## config.mk

```make
export PLATFORM = sky130hd
export DESIGN_NAME = mem_arbiter
export DESIGN_NICKNAME = d
export VERILOG_FILES = /design/src/rtl/mem_arbiter.sv
export SDC_FILE = /design/constraint.sdc
export NUM_CORES = 1
export LEC_CHECK = 0
export ABC_AREA = 1
export CELL_PAD_IN_SITES_DETAIL_PLACEMENT = 1
export CELL_PAD_IN_SITES_GLOBAL_PLACEMENT = 1
export CORE_UTILIZATION = 28
export DETAILED_ROUTE_END_ITERATION = 16
export GPL_ROUTABILITY_DRIVEN = 0
export PLACE_DENSITY = 0.9
export SKIP_LAST_GASP = 1
export SYNTH_ARGS = -nofsm -noshare
export SYNTH_HDL_FRONTEND = slang
export SYNTH_SLANG_ARGS = --single-unit
```

## constraint.sdc

```tcl
create_clock -name clk -period 1.9 [get_ports clk]
set_input_delay 0.38 -clock clk [delete_from_list [all_inputs] [get_ports clk]]
set_output_delay 0.38 -clock clk [all_outputs]
set_load 0.1 [all_outputs]
```

## src/rtl/mem_arbiter.sv

```systemverilog
// ---------------------------------------------------------------------------
// mem_arbiter
//   Two-port arbiter sharing one memory bus between an instruction-fetch
//   read port (if_*) and a load/store data port (d_*). Data normally wins a
//   simultaneous request; after MAX_WAIT consecutive losses fetch is forced
//   to win so it cannot starve. One transaction is outstanding at a time.
//
// Ports
//   clk, rst_n                  clock, synchronous active-low reset
//   if_req, if_addr             fetch read request and address
//   if_gnt, if_valid, if_rdata  fetch grant pulse, data-valid pulse, read data
//   d_req, d_we, d_addr,
//   d_wdata                     data request (d_we=1 store), address, store data
//   d_gnt, d_valid, d_rdata     data grant pulse, completion pulse, load data
//   mem_req, mem_we, mem_addr,
//   mem_wdata                   shared memory request bus
//   mem_ready, mem_rdata        memory completion handshake and read data
//   busy                        1 whenever a transaction is in flight
// ---------------------------------------------------------------------------
module mem_arbiter #(
    parameter int REG_BITS = 32,
    parameter int MAX_WAIT = 4
) (
    input  logic                clk,
    input  logic                rst_n,
    input  logic                if_req,
    input  logic [REG_BITS-1:0] if_addr,
    output logic                if_gnt,
    output logic                if_valid,
    output logic [REG_BITS-1:0] if_rdata,
    input  logic                d_req,
    input  logic                d_we,
    input  logic [REG_BITS-1:0] d_addr,
    input  logic [REG_BITS-1:0] d_wdata,
    output logic                d_gnt,
    output logic                d_valid,
    output logic [REG_BITS-1:0] d_rdata,
    output logic                mem_req,
    output logic                mem_we,
    output logic [REG_BITS-1:0] mem_addr,
    output logic [REG_BITS-1:0] mem_wdata,
    input  logic                mem_ready,
    input  logic [REG_BITS-1:0] mem_rdata,
    output logic                busy
);

    localparam int              CW      = $clog2(MAX_WAIT + 1);
    localparam logic [CW-1:0]   MAX_CNT = CW'(MAX_WAIT);

    typedef enum logic [1:0] {
        IDLE    = 2'd0,
        BUSY_IF = 2'd1,
        BUSY_D  = 2'd2
    } state_t;

    state_t                r_state;
    state_t                w_next;
    logic [CW-1:0]         r_wait_cnt;
    logic                  r_if_gnt;
    logic                  r_d_gnt;
    logic                  r_if_valid;
    logic                  r_d_valid;
    logic [REG_BITS-1:0]   r_if_rdata;
    logic [REG_BITS-1:0]   r_d_rdata;
    logic                  r_mem_we;
    logic [REG_BITS-1:0]   r_mem_addr;
    logic [REG_BITS-1:0]   r_mem_wdata;

    logic                  w_starve;
    logic                  w_grant_if;
    logic                  w_grant_d;
    logic                  w_done_if;
    logic                  w_done_d;

    assign w_starve = (r_wait_cnt >= MAX_CNT);

    // Next-state logic; data has priority unless fetch has starved.
    always_comb begin
        w_next = r_state;
        case (r_state)
            IDLE: begin
                if (d_req && !w_starve)
                    w_next = BUSY_D;
                else if (if_req)
                    w_next = BUSY_IF;
            end
            BUSY_IF: if (mem_ready) w_next = IDLE;
            BUSY_D:  if (mem_ready) w_next = IDLE;
            default: w_next = IDLE;
        endcase
    end

    assign w_grant_if = (r_state == IDLE) && (w_next == BUSY_IF);
    assign w_grant_d  = (r_state == IDLE) && (w_next == BUSY_D);
    assign w_done_if  = (r_state == BUSY_IF) && mem_ready;
    assign w_done_d   = (r_state == BUSY_D) && mem_ready;

    always_ff @(posedge clk) begin
        if (!rst_n) begin
            r_state     <= IDLE;
            r_wait_cnt  <= '0;
            r_if_gnt    <= 1'b0;
            r_d_gnt     <= 1'b0;
            r_if_valid  <= 1'b0;
            r_d_valid   <= 1'b0;
            r_if_rdata  <= '0;
            r_d_rdata   <= '0;
            r_mem_we    <= 1'b0;
            r_mem_addr  <= '0;
            r_mem_wdata <= '0;
        end else begin
            r_state    <= w_next;
            r_if_gnt   <= w_grant_if;
            r_d_gnt    <= w_grant_d;
            r_if_valid <= w_done_if;
            r_d_valid  <= w_done_d;

            // Count consecutive losses of a waiting fetch; any other IDLE
            // outcome (fetch wins, or fetch not requesting) clears it.
            if (r_state == IDLE) begin
                if (w_grant_d && if_req) begin
                    if (r_wait_cnt != MAX_CNT)
                        r_wait_cnt <= r_wait_cnt + CW'(1);
                end else begin
                    r_wait_cnt <= '0;
                end
            end

            // Capture the winner's request; held for the whole transaction.
            // mem_wdata is left alone on a fetch since nothing is written.
            if (w_grant_d) begin
                r_mem_addr  <= d_addr;
                r_mem_we    <= d_we;
                r_mem_wdata <= d_wdata;
            end else if (w_grant_if) begin
                r_mem_addr  <= if_addr;
                r_mem_we    <= 1'b0;
            end

            if (w_done_if)
                r_if_rdata <= mem_rdata;
            // Stores keep the last load value visible on d_rdata.
            if (w_done_d && !r_mem_we)
                r_d_rdata <= mem_rdata;
        end
    end

    assign busy      = (r_state != IDLE);
    assign mem_req   = busy;
    assign mem_we    = r_mem_we;
    assign mem_addr  = r_mem_addr;
    assign mem_wdata = r_mem_wdata;
    assign if_gnt    = r_if_gnt;
    assign d_gnt     = r_d_gnt;
    assign if_valid  = r_if_valid;
    assign d_valid   = r_d_valid;
    assign if_rdata  = r_if_rdata;
    assign d_rdata   = r_d_rdata;

endmodule

```

# Word level (Yosys, flattened, before mapping)
# Index checks and enable logic that the tools add are counted.
[op_classes]
n_eq_ne = 6
n_reduce_logical = 14
muxes = 10
addsub = 1
order_cmp = 1
[op_table]
columns = ["op", "count"]
rows = [
  ["$mux 32", 2],
  ["$logic_and 1x1->1", 7],
  ["$mux 2", 3],
  ["$mux 3", 2],
  ["$eq 2x1->1 const B", 2],
  ["$eq 2x2->1 const B", 2],
  ["$pmux 2 s2", 1],
  ["$reduce_bool 2->1", 2],
  ["$add 3x1->3 const B", 1],
  ["$ge 3x3->1 const B", 1],
  ["$ne 3x3->1 const B", 1],
  ["$logic_not 1->1", 2],
  ["$logic_not 2->1", 1],
  ["$mux 1", 2],
  ["$ne 2x1->1 const B", 1],
  ["$reduce_and 2->1", 1],
  ["$reduce_or 2->1", 1],
]
[totals]
regBits = 138
word_cells = 43
input_bits = 134
output_inout_bits = 135

# Depth between registers and ports, before layout
[depth]
ltp_word = 10
depth_mapped = 10
ltp_nobuf = 9

# Worst setup path after synthesis
# Ideal clock, no wire load.
[synth_timing]
kind = "flip-flop to output port"
start = "register r_state[0]"
end = "output mem_req"
path_stages_with_launch = 5
setup_slack_ps = -239
arrival_ps = 1759
t_required_ps = 1520
path_buffers = 1
cell_sequence = "dfxtp_1 > inv_1 > ha_1 > inv_1 > buf_4"
[synth_between]
elab_chain_cells = 1
[synth_lines]
columns = ["item", "line", "source"]
rows = [
  ["from (decl)", "56", "state_t r_state;"],
  ["from (signal assigned)", "112", "r_state <= w_next;"],
  ["$reduce_bool 2->1", "148", "assign busy = (r_state != IDLE);"],
  ["to (decl)", "38", "output logic mem_req,"],
]
# Every way passes these cells.

# Worst setup path in the final report
[layout_timing]
start = "register r_state[0]"
end = "register r_mem_addr[7], in the netlist mem_addr[7]"
[layout_between]
elab_chain_cells = 6
[layout_lines]
columns = ["item", "line", "source"]
rows = [
  ["$eq 2x1->1 (tied with other cells)", "80", "case (r_state)"],
  ["$reduce_or 2->1 (no line) or $mux 2 (tied branches)", "--", ""],
  ["$pmux 2 s2", "80", ""],
  ["$eq 2x2->1 or $eq 2x1->1 (tied branches)", "94, 93", ""],
  ["$logic_and 1x1->1, on equally long branches", "94, 93", ""],
  ["$mux 32 or $reduce_bool 2->1 (tied branches)", "--", ""],
  ["to (signal assigned)", "132", "r_mem_addr <= d_addr;"],
  ["to (signal assigned)", "136", "r_mem_addr <= if_addr;"],
  ["to (decl)", "66", "logic [REG_BITS-1:0] r_mem_addr;"],
]
# Several ways; a longest one is shown, not always the timed one.
# A chain may end at the register's enable or synchronous reset.

==> metrics <==
routing usage on met3 7.20%; Worst IR Drop VDD 0.552 mV; sw power 4.19 mW; cell mode on critical path nand3_1; placed wire-length estimate 14,800 um; Power Internal 5.83 mW; Max Cap Violations 0; Seq/Total Area, Yosys 49.3%; Antenna Violating Nets Remaining 0; Fillers 2,411; CTS clk-pin slew, worst paths 60 ps; first-pass GRT wire length 31,700 um; gr busiest metal met2; switching part of the total 41.8%; initial antenna violation count 0; slowest cell delay on critical path 350 ps; gr usage total 19.9%; die width 144 um; Initial DRC Count 162; # setup viols final 0; Ant. Diodes 0; Yosys reg bits 138; Mapped Nets 906; Reg power frac 32.7%; worst endpoint required time 2250 ps; Residual DRC 0; starting density of the core 28.7%; R2R Setup Slk 110 ps; period utilisation layout 94.0%; crit path max fanout 12; CTS max path bufs 2; largest net degree at the start of global routing 61; Arrival @ worst endpoint 2130 ps; die extent in y 144 um; area grow syn2layout 61.4%; Vias 6,120; Inserted Clock Buffers 17; CP cell instances inv_2 > ha_4 > nand3_1 > nand3_1 > inv_2 > nand3_4 > nand2_4 > clkbuf_16 > nand3_1 > a21oi_1; Total Die Area 20,600 um2; Routed WL 20,600 um; number of library cell types mapped by synthesis 19; Slowest-stage cell, CP dfxtp_1; CTS tree done; post-synthesis cell count 766; Core ar. 19,500 um2; commonest non-fill, non-tap cells in the layout nor2_1 (198), buf_4 (158), dfxtp_1 (138); crit end category flop; Avg WL per Cell 15.7 um; Clock Sink Count 138; commonest non-fill, non-tap cell in the layout nor2_1; Slew Limit Fails 0; skew final 11.1 ps; htree depth 4; status finished clean; LEAKAGE 4.11 nW; Final min period 1790 ps; Site Rows 51; FMAX 560 MHz; met2 usage 35.8%; met1 usage 21.3%; Hold-fix buffers, CTS 0; Synth Area per Inst 7.32 um2; PwrDens 1110 nW/um2; CP Launch Type flop; layout cells sized above 1 21.3%; 1st-pass router iterations 4; total gr overflow 0; Final Hold Fails 0; vias in the first global route 6,247; PortBufs 268; CP Class flop to flop; vias per cell 4.65; final net count 1,177; Yosys warnings 0; Clock Power Share 31.7%; unrepaired setup endpoints after global routing false; I/O pins 269; placed inst area 8400 um2; Post-Syn Area 5610 um2; clock root buffer clkbuf_16; later-pin clock latency in the skew report 420 ps; HP Class primary input to flop; Slew headroom 72.9%; worst hold slack 377 ps; final non-filler cell area 9050 um2; Gate power share 35.6%; Least-Margin Pin Slew 407 ps
## state kept, by name, indices dropped and copies added (netlist names)
| signal | count |
|---|---|
| d_rdata | 32 |
| if_valid | 1 |
| r_state | 2 |
| mem_addr | 32 |
| d_gnt | 1 |
| d_valid | 1 |
| if_gnt | 1 |
| mem_wdata | 32 |
| if_rdata | 32 |
| mem_we | 1 |
| r_wait_cnt | 3 |
## critical path: cells and delay by family (launching register included)
family	cells	cell delay, ps
buffers and inverters	3	340
adders and majority gates	1	240
DFF	1	350
AOI/OAI and AO/OA	1	130
and+or+nand+nor	5	650
## what timing repair did
action	4_1_cts	5_1_grt
gates cloned	0	1
setup endpoints to repair	2	45
setup buffers	1	0
resized for setup	0	15
pin swaps	0	2
## cell families (layout without fill, tap and decap cells)
group / Yosys count / in the layout / share of synthesized area (%)
buf+inv: 135 / 419 / 10.0
fa+ha+maj: 6 / 6 / 1.34
compound gates: 133 / 133 / 11.9
xor+xnor: 1 / 1 / 0.156
flops: 138 / 138 / 49.3
simple gates: 353 / 353 / 27.3
## per-layer routing
metal / vias up / part of all wire [%] / routed length [um]
met3: 17 / 8.0 / 1650
li1: 3010 / - / -
met2: 190 / 50 / 10300
met4: 0 / 1.4 / 298
met1: 2903 / 40 / 8350
met5: - / 0 / 0
## synthesized netlist by cell type
master	instances	area (um2)
a21oi_1	36	180
buf_2	6	30.0
buf_4	3	22.5
buf_6	5	56.3
clkbuf_1	41	154
dfxtp_1	138	2760
ha_1	6	75.1
inv_1	76	285
inv_2	4	15.0
nand2_1	44	165
nand2_2	3	18.8
nand2_4	2	22.5
nand3_1	71	355
nand3_4	1	17.5
nand4_1	33	206
nor2_1	199	747
o21ai_0	94	470
o21ai_1	3	15.0
xor2_1	1	8.76
## through the flow
stage	util [%]	setup slack (ps)	setup TNS (ps)	std cells	total power [mW]
after floorplan	-	38.1	0	766	5.83
after global placement	43.0	-163	-7690	1281	6.79
after detailed placement	43.0	-219	-12110	1281	6.85
after CTS	45.9	6.70	0	1314	10.1
after global routing	46.4	9.07	0	1315	10.4
final	46.4	115	0	1315	10.0
## layout make-up
type / count / area (um2) / share of cell area (%)
tap: 265 / 332 / 3.66
sequential: 138 / 2760 / 30.5
inverter: 80 / 304 / 3.36
clock inverter: 15 / 134 / 1.48
multi-input combinational: 493 / 2310 / 25.5
clock buffer: 17 / 425 / 4.70
timing repair buffer: 307 / 2790 / 30.8
## final timing paths
kind                     start      endpoint  cells after the start
setup / recovery    r_state[0]   mem_addr[7]                     10
hold / removal           rst_n  mem_wdata[1]                      3
setup reg to reg    r_state[0]   mem_addr[7]                     10
hold reg to reg   mem_addr[24]  mem_addr[24]                      2
## power groups by stage
| stage | logic [mW] | clock network (mW) | registers [mW] |
|---|---|---|---|
| detailed placement | 3.51 | 0 | 3.34 |
| CTS | 3.53 | 3.27 | 3.28 |
| floorplan | 0.773 | 0 | 5.05 |
| global route | 3.74 | 3.39 | 3.30 |
| global placement | 3.46 | 0 | 3.33 |
| finish | 3.56 | 3.18 | 3.28 |
(Power assumes the default switching activity.)
